--- src/rtl/dense_seq_if.sv ---
// rtl/dense_seq_if.sv - command and buffer/PE-array control bundle for dense_seq
//
// Purpose: groups the layer command (start + shape + base addresses) and the
// sequencer outputs that steer the buffers and the PE array.
// Ports (signals):
//   start, ping, num_inputs, num_outputs, w_base, x_base, y_base : command
//   aybz_azby          : dense routing mode {1'b1, ping}
//   src_r_en/src_r_addr: source-buffer read, common address to all banks
//   x_r_addr           : bank-32 input-vector word address (x_base + k)
//   dst_w_en/dst_w_addr: destination-buffer write
//   mac_enable         : per-lane MAC enable
//   dense_enable, dense_valid, busy, done : PE-array mode and layer status
// Modports: master drives the command, slave is the sequencer.
`ifndef N_PE
`define N_PE 32
`endif

interface dense_seq_if #(
  parameter int N_PE   = `N_PE,
  parameter int ADDR_W = 10
);
  logic              start;
  logic              ping;
  logic [15:0]       num_inputs;
  logic [15:0]       num_outputs;
  logic [ADDR_W-1:0] w_base;
  logic [ADDR_W-1:0] x_base;
  logic [ADDR_W-1:0] y_base;

  logic [1:0]        aybz_azby;
  logic              src_r_en;
  logic [ADDR_W-1:0] src_r_addr;
  logic [ADDR_W-1:0] x_r_addr;
  logic              dst_w_en;
  logic [ADDR_W-1:0] dst_w_addr;
  logic [N_PE-1:0]   mac_enable;
  logic              dense_enable;
  logic              dense_valid;
  logic              busy;
  logic              done;

  modport master (
    output start, ping, num_inputs, num_outputs, w_base, x_base, y_base,
    input  aybz_azby, src_r_en, src_r_addr, x_r_addr, dst_w_en, dst_w_addr,
    input  mac_enable, dense_enable, dense_valid, busy, done
  );

  modport slave (
    input  start, ping, num_inputs, num_outputs, w_base, x_base, y_base,
    output aybz_azby, src_r_en, src_r_addr, x_r_addr, dst_w_en, dst_w_addr,
    output mac_enable, dense_enable, dense_valid, busy, done
  );
endinterface

--- src/rtl/dense_seq.sv ---
// rtl/dense_seq.sv - dense-layer sequencer: weight reads, MAC enables, drain, result writes
//
// Purpose: for each group of N_PE output neurons, streams K weight/input reads,
// enables the active PE lanes one cycle behind each read, waits for the
// accumulators, pulses dense_valid, then writes the group's results.
// Ports:
//   clk  : sole clock, rising edge
//   rst  : synchronous active-high reset
//   bus  : dense_seq_if slave (command in, buffer/PE-array controls out)
`ifndef N_PE
`define N_PE 32
`endif

module dense_seq #(
  parameter int N_PE     = `N_PE,
  parameter int ADDR_W   = 10,
  parameter int PIPE_LAT = 3
) (
  input logic        clk,
  input logic        rst,
  dense_seq_if.slave bus
);

  typedef enum logic [2:0] {IDLE, READ, DRAIN, WRITE, NEXT, FIN} state_t;

  state_t            state;
  logic              ping_q;
  logic [15:0]       k_in_q;
  logic [15:0]       m_q;
  logic [ADDR_W-1:0] x_base_q;
  logic [15:0]       k_q;
  logic [15:0]       g_q;
  logic [15:0]       j_q;
  logic [7:0]        drain_q;

  // Full-width address pointers; outputs take the low ADDR_W bits so all
  // address arithmetic wraps modulo 2^ADDR_W.
  logic [31:0]       rd_ptr;
  logic [31:0]       wr_ptr;
  logic [31:0]       x_ptr;

  logic              src_r_en_q;
  logic [ADDR_W-1:0] src_r_addr_q;
  logic [ADDR_W-1:0] x_r_addr_q;
  logic              dst_w_en_q;
  logic [ADDR_W-1:0] dst_w_addr_q;
  logic [N_PE-1:0]   mac_q;
  logic              dense_en_q;
  logic              dense_valid_q;
  logic              busy_q;
  logic              done_q;

  logic [31:0]       rem;
  logic [31:0]       lane_cnt;
  logic [N_PE-1:0]   lane_mask;
  logic [31:0]       rd_nxt;
  logic [31:0]       wr_nxt;
  logic [31:0]       x_nxt;
  logic [15:0]       k_last;

  // Outputs still owed to this group and the lanes they occupy.
  always_comb begin
    rem       = {16'd0, m_q} - ({16'd0, g_q} * 32'(N_PE));
    lane_cnt  = (rem > 32'(N_PE)) ? 32'(N_PE) : rem;
    lane_mask = '0;
    for (int i = 0; i < N_PE; i++) begin
      lane_mask[i] = (32'(i) < lane_cnt);
    end
    rd_nxt = rd_ptr + 32'd1;
    wr_nxt = wr_ptr + 32'd1;
    x_nxt  = x_ptr + 32'd1;
    k_last = k_in_q - 16'd1;
  end

  always_ff @(posedge clk) begin
    if (rst) begin
      state         <= IDLE;
      ping_q        <= 1'b1;
      k_in_q        <= '0;
      m_q           <= '0;
      x_base_q      <= '0;
      k_q           <= '0;
      g_q           <= '0;
      j_q           <= '0;
      drain_q       <= '0;
      rd_ptr        <= '0;
      wr_ptr        <= '0;
      x_ptr         <= '0;
      src_r_en_q    <= 1'b0;
      src_r_addr_q  <= '0;
      x_r_addr_q    <= '0;
      dst_w_en_q    <= 1'b0;
      dst_w_addr_q  <= '0;
      mac_q         <= '0;
      dense_en_q    <= 1'b0;
      dense_valid_q <= 1'b0;
      busy_q        <= 1'b0;
      done_q        <= 1'b0;
    end else begin
      done_q        <= 1'b0;
      dense_valid_q <= 1'b0;
      // Buffer read latency is one cycle, so lanes fire one cycle after each read.
      mac_q         <= src_r_en_q ? lane_mask : '0;

      case (state)
        IDLE: begin
          if (bus.start) begin
            ping_q     <= bus.ping;
            k_in_q     <= bus.num_inputs;
            m_q        <= bus.num_outputs;
            x_base_q   <= bus.x_base;
            k_q        <= '0;
            g_q        <= '0;
            j_q        <= '0;
            rd_ptr     <= 32'(bus.w_base);
            wr_ptr     <= 32'(bus.y_base);
            x_ptr      <= 32'(bus.x_base);
            busy_q     <= 1'b1;
            dense_en_q <= 1'b1;
            if (bus.num_inputs == 16'd0 || bus.num_outputs == 16'd0) begin
              state <= FIN;
            end else begin
              state        <= READ;
              src_r_en_q   <= 1'b1;
              src_r_addr_q <= bus.w_base;
              x_r_addr_q   <= bus.x_base;
            end
          end
        end

        READ: begin
          rd_ptr <= rd_nxt;
          x_ptr  <= x_nxt;
          if (k_q == k_last) begin
            src_r_en_q    <= 1'b0;
            drain_q       <= '0;
            dense_valid_q <= (PIPE_LAT == 0);
            state         <= DRAIN;
          end else begin
            k_q          <= k_q + 16'd1;
            src_r_addr_q <= rd_nxt[ADDR_W-1:0];
            x_r_addr_q   <= x_nxt[ADDR_W-1:0];
          end
        end

        // drain_q indexes the drain cycle; dense_valid lands on the last one.
        DRAIN: begin
          if (drain_q == 8'(PIPE_LAT)) begin
            j_q          <= '0;
            dst_w_en_q   <= 1'b1;
            dst_w_addr_q <= wr_ptr[ADDR_W-1:0];
            state        <= WRITE;
          end else begin
            drain_q       <= drain_q + 8'd1;
            dense_valid_q <= ((drain_q + 8'd1) == 8'(PIPE_LAT));
          end
        end

        WRITE: begin
          wr_ptr <= wr_nxt;
          if ({16'd0, j_q} == lane_cnt - 32'd1) begin
            dst_w_en_q <= 1'b0;
            state      <= NEXT;
          end else begin
            j_q          <= j_q + 16'd1;
            dst_w_addr_q <= wr_nxt[ADDR_W-1:0];
          end
        end

        // rem still reflects the finished group: it was the last one when it fit in N_PE lanes.
        NEXT: begin
          g_q <= g_q + 16'd1;
          if (rem <= 32'(N_PE)) begin
            state <= FIN;
          end else begin
            k_q          <= '0;
            src_r_en_q   <= 1'b1;
            src_r_addr_q <= rd_ptr[ADDR_W-1:0];
            x_ptr        <= 32'(x_base_q);
            x_r_addr_q   <= x_base_q;
            state        <= READ;
          end
        end

        FIN: begin
          done_q     <= 1'b1;
          busy_q     <= 1'b0;
          dense_en_q <= 1'b0;
          state      <= IDLE;
        end

        default: state <= IDLE;
      endcase
    end
  end

  assign bus.aybz_azby    = {1'b1, ping_q};
  assign bus.src_r_en     = src_r_en_q;
  assign bus.src_r_addr   = src_r_addr_q;
  assign bus.x_r_addr     = x_r_addr_q;
  assign bus.dst_w_en     = dst_w_en_q;
  assign bus.dst_w_addr   = dst_w_addr_q;
  assign bus.mac_enable   = mac_q;
  assign bus.dense_enable = dense_en_q;
  assign bus.dense_valid  = dense_valid_q;
  assign bus.busy         = busy_q;
  assign bus.done         = done_q;

endmodule

--- src/flat_wrapper.sv ---
// flat-port wrapper written by rule: the top's interface ports become plain ports
module dense_seq_flat 
#(
  parameter int N_PE     = `N_PE,
  parameter int ADDR_W   = 10,
  parameter int PIPE_LAT = 3
)
  (clk, rst, bus_start, bus_ping, bus_num_inputs, bus_num_outputs, bus_w_base, bus_x_base, bus_y_base, bus_aybz_azby, bus_src_r_en, bus_src_r_addr, bus_x_r_addr, bus_dst_w_en, bus_dst_w_addr, bus_mac_enable, bus_dense_enable, bus_dense_valid, bus_busy, bus_done);
  dense_seq_if #(.N_PE(N_PE), .ADDR_W(ADDR_W)) bus_i ();
  input logic clk;
  input logic rst;
  input wire logic [$bits(bus_i.start)-1:0] bus_start;
  input wire logic [$bits(bus_i.ping)-1:0] bus_ping;
  input wire logic [$bits(bus_i.num_inputs)-1:0] bus_num_inputs;
  input wire logic [$bits(bus_i.num_outputs)-1:0] bus_num_outputs;
  input wire logic [$bits(bus_i.w_base)-1:0] bus_w_base;
  input wire logic [$bits(bus_i.x_base)-1:0] bus_x_base;
  input wire logic [$bits(bus_i.y_base)-1:0] bus_y_base;
  output wire logic [$bits(bus_i.aybz_azby)-1:0] bus_aybz_azby;
  output wire logic [$bits(bus_i.src_r_en)-1:0] bus_src_r_en;
  output wire logic [$bits(bus_i.src_r_addr)-1:0] bus_src_r_addr;
  output wire logic [$bits(bus_i.x_r_addr)-1:0] bus_x_r_addr;
  output wire logic [$bits(bus_i.dst_w_en)-1:0] bus_dst_w_en;
  output wire logic [$bits(bus_i.dst_w_addr)-1:0] bus_dst_w_addr;
  output wire logic [$bits(bus_i.mac_enable)-1:0] bus_mac_enable;
  output wire logic [$bits(bus_i.dense_enable)-1:0] bus_dense_enable;
  output wire logic [$bits(bus_i.dense_valid)-1:0] bus_dense_valid;
  output wire logic [$bits(bus_i.busy)-1:0] bus_busy;
  output wire logic [$bits(bus_i.done)-1:0] bus_done;
  assign bus_i.start = bus_start;
  assign bus_i.ping = bus_ping;
  assign bus_i.num_inputs = bus_num_inputs;
  assign bus_i.num_outputs = bus_num_outputs;
  assign bus_i.w_base = bus_w_base;
  assign bus_i.x_base = bus_x_base;
  assign bus_i.y_base = bus_y_base;
  assign bus_aybz_azby = bus_i.aybz_azby;
  assign bus_src_r_en = bus_i.src_r_en;
  assign bus_src_r_addr = bus_i.src_r_addr;
  assign bus_x_r_addr = bus_i.x_r_addr;
  assign bus_dst_w_en = bus_i.dst_w_en;
  assign bus_dst_w_addr = bus_i.dst_w_addr;
  assign bus_mac_enable = bus_i.mac_enable;
  assign bus_dense_enable = bus_i.dense_enable;
  assign bus_dense_valid = bus_i.dense_valid;
  assign bus_busy = bus_i.busy;
  assign bus_done = bus_i.done;
  dense_seq #(.N_PE(N_PE), .ADDR_W(ADDR_W), .PIPE_LAT(PIPE_LAT)) u_core (.clk(clk), .rst(rst), .bus(bus_i));
endmodule
--- config.mk ---
export PLATFORM = sky130hd
export DESIGN_NAME = dense_seq_flat
export DESIGN_NICKNAME = d
export VERILOG_FILES = /design/src/rtl/dense_seq_if.sv /design/src/rtl/dense_seq.sv /design/src/flat_wrapper.sv
export SDC_FILE = /design/constraint.sdc
export NUM_CORES = 1
export LEC_CHECK = 0
export ABC_CLOCK_PERIOD_IN_PS = 5560
export CORE_ASPECT_RATIO = 1.25
export CORE_MARGIN = 2
export CORE_UTILIZATION = 51
export DETAILED_ROUTE_END_ITERATION = 16
export PLACE_DENSITY = 0.86
export SLEW_MARGIN = 5
export SYNTH_ARGS = -nofsm -noshare
export SYNTH_HDL_FRONTEND = slang
export SYNTH_SLANG_ARGS = --single-unit
export TNS_END_PERCENT = 20
--- constraint.sdc ---
create_clock -name clk -period 5.56 [get_ports clk]
set_clock_uncertainty 0.05 [all_clocks]
set_input_delay 1.112 -clock clk [delete_from_list [all_inputs] [get_ports clk]]
set_output_delay 1.112 -clock clk [all_outputs]
set_load 0.05 [all_outputs]
==> flow_summary.yaml <==
run_status:
  outcome: "finished clean"
synth:
  synth-async-reset-ratio_pct: 0
  yosysUniqueCellTypes: 73
  synth.avg_cell_area_um2: 7.691
  yosys_warnings: 0
  synthCells: 1373
  netlist_area_um2: 10560
  synth-main-ff-cell: "dfxtp_1"
  syn-num-nets: 1463
  synthTopCellsByArea: "dfxtp_1, a21oi_1, nor2_1"
  yosysTopAreaCell: "dfxtp_1"
  ys_seq_area_share_pct: 37.73
  synth_edf_count: 0
  synth_seq_cells: 199
  synth_top_area_share_pct: 37.73
timing:
  fin_ws_ps: 387.1
  fin_setup_tns_ps: 0
  fmax_ghz: 0.1933
  slew_violations: 0
  slew_headroom_pct: 29.33
  post-route-period-util_pct: 93.04
  worst_slew_pin_slew_ps: 1057
  rsz0062_at_grt: "false"
  hold_violations: 0
  setup_viol: 0
  timing.final.crit_period_ps: 5173
die:
  fp.dieH_um: 164.9
  rows: 58
  coreArea_um2: 20250
  start_util_pct: 52.16
  pin_count: 136
  die_w_um: 132.7
  dieArea_um2: 21880
placement:
  portBuffers: 134
  post-place-ws_ps: -7.327
  dp_hpwl_um: 19310
  gp_congestion: 0.9191
  dp_cells: 1714
job:
  cap_violations: 0
clock_network:
  numCtsBuffers: 17
  clockBufferDepth: 2
  cts_sinks: 199
  cts_tree: "done"
  htree_levels: 4
  clk_latency_ps: 440
  ctsHoldBuffers: 0
  clock-root-buffer: "clkbuf_16"
  clkTransAtPathRegs_ps: 80
grt:
  overflow: 0
  track_usage_pct: 25.09
  grt_max_degree: 76
  grt_pass1_wl_um: 45600
  grt_pass1_vias: 9522
  grt_antenna_before_repair: 0
detailed_routing:
  drt_iter0_markers: 940
  routed_wl_um: 28050
  ant_nets: 0
  wire_per_inst_um: 16.02
  drt-pass1-iter-count: 6
  drt_drc_violations_left: 0
  vias: 10436
  vias_per_cell: 5.960
setup_path:
  worstPathArrival_ps: 5440
  cp-start-kind: "flop"
  crit_required_ps: 5820
  cp_max_fo: 13
  critPathKind: "reg2reg"
  worstSetupEndpointType: "flop"
power_and_ir_drop:
  ir_drop_v: 0.0002326
  p_per_area_nw_per_um2: 359.4
  power.leakage_nw: 4.673
  power.total_mw: 4.592
layout:
  stdcell_count: 1751
  final_cell_mix: "dfxtp_1, nand2_1, nor2_1"
  layout_commonest_cell: "dfxtp_1"
  area_growth_syn_to_layout_pct: 20.98
  drive_gt1_share_pct: 6.955
  fillerInstances: 1662
  multi_input_area_um2: 6155
  final_nets: 1558
  fin_util_pct: 63.10
  regArea_um2: 3984
  num_antenna_cells: 0
hold_path:
  hold_path_class: "reg2reg"
## worst max-delay path, stage by stage, from the launching register on
cell and delay (ps):
dfxtp_1 330, inv_1 40, ha_1 190, fa_1 400, xor2_1 130, and3_1 170, o211ai_1 100, or3_1 410
or4b_4 570, nor4b_4 280, nand2_1 120, ha_2 290, xnor2_1 120, or3_1 350, a2111oi_2 230, and4_1 260
o21ai_2 70, nor4_4 350, buf_12 180, a21o_2 220, or4_1 140, a21oi_1 60
## per-stage QoR
step	cell area (um^2)	hold WS, ps
floorplan	10560	381.0
global placement	12050	386.7
detailed placement	12050	395.4
CTS	12680	406.7
global route	12780	421.4
finish	12780	407.7
## registers in the layout, summed over array words and instances, names as in the netlist, 3 cells and up
signal                 flops
u_core.bus.dst_w_addr     10
u_core.bus.mac_enable     32
u_core.bus.src_r_addr     10
u_core.bus.x_r_addr       10
u_core.drain_q             8
u_core.g_q                16
u_core.j_q                16
u_core.k_in_q             16
u_core.k_q                16
u_core.m_q                16
u_core.rd_ptr             10
u_core.state               3
u_core.wr_ptr             10
u_core.x_base_q           10
u_core.x_ptr              10
## layer usage
layer,track usage (%),share of wire (%)
met5,0,0
met4,9.140,2.4
met3,4.174,6.0
met2,43.48,49
met1,31.50,43
## cells by family after synthesis
| family | synth area share [%] |
|---|---|
| simple gates | 25.09 |
| compound gates | 22.33 |
| flops | 37.73 |
| buf+inv | 4.893 |
| xor+xnor | 4.810 |
| fa+ha+maj | 2.915 |
| mux | 2.192 |
| other cells | 0.03551 |
## cell usage after synthesis (all sizes together) (7+ instances only)
cell / number
dfxtp: 199
nor2: 182
nand2: 175
a21oi: 149
o21ai: 69
clkbuf: 58
nand3: 46
xnor2: 44
inv: 43
nor3: 33
a211oi: 25
buf: 25
or3: 24
and3: 23
ha: 23
mux2i: 22
nor4: 21
a22oi: 20
o22ai: 15
a31oi: 14
xor2: 14
a311oi: 12
nand4: 12
o211ai: 9
a22o: 8
nand2b: 8
nor2b: 8
or2: 8
a2111oi: 7
a21o: 7
## final timing paths
check | from | end | slack (ps) | cells after the start
worst max register to register | u_core.m_q[5] | u_core.j_q[15] | 390 | 21
worst max-delay path | u_core.m_q[5] | u_core.j_q[15] | 390 | 21
worst min-delay path | u_core.x_base_q[0] | u_core.x_base_q[0] | 410 | 2
worst min register to register | u_core.x_base_q[0] | u_core.x_base_q[0] | 410 | 2
## where the power goes
group / switching, mW / leakage (nW) / internal (mW) / total (mW)
Sequential: 0.125 / 1.62 / 1.58 / 1.70
Combinational: 1.02 / 2.75 / 0.562 / 1.58
Clock: 0.584 / 0.296 / 0.722 / 1.31
## layout make-up
class / count / area share, %
inverter: 43 / 1.263
sequential: 199 / 31.18
clock inverter: 14 / 1.449
multi-input combinational: 1050 / 48.17
clock buffer: 18 / 3.359
tap: 270 / 2.644
timing repair buffer: 157 / 11.93
## timing repair
action,in CTS,in global routing
gates resized for setup,2,16
setup endpoints to repair,17,30
setup buffers,0,3
gates cloned,0,2
pin swaps,1,5
Note: power is estimated with default switching activity, not from simulation.
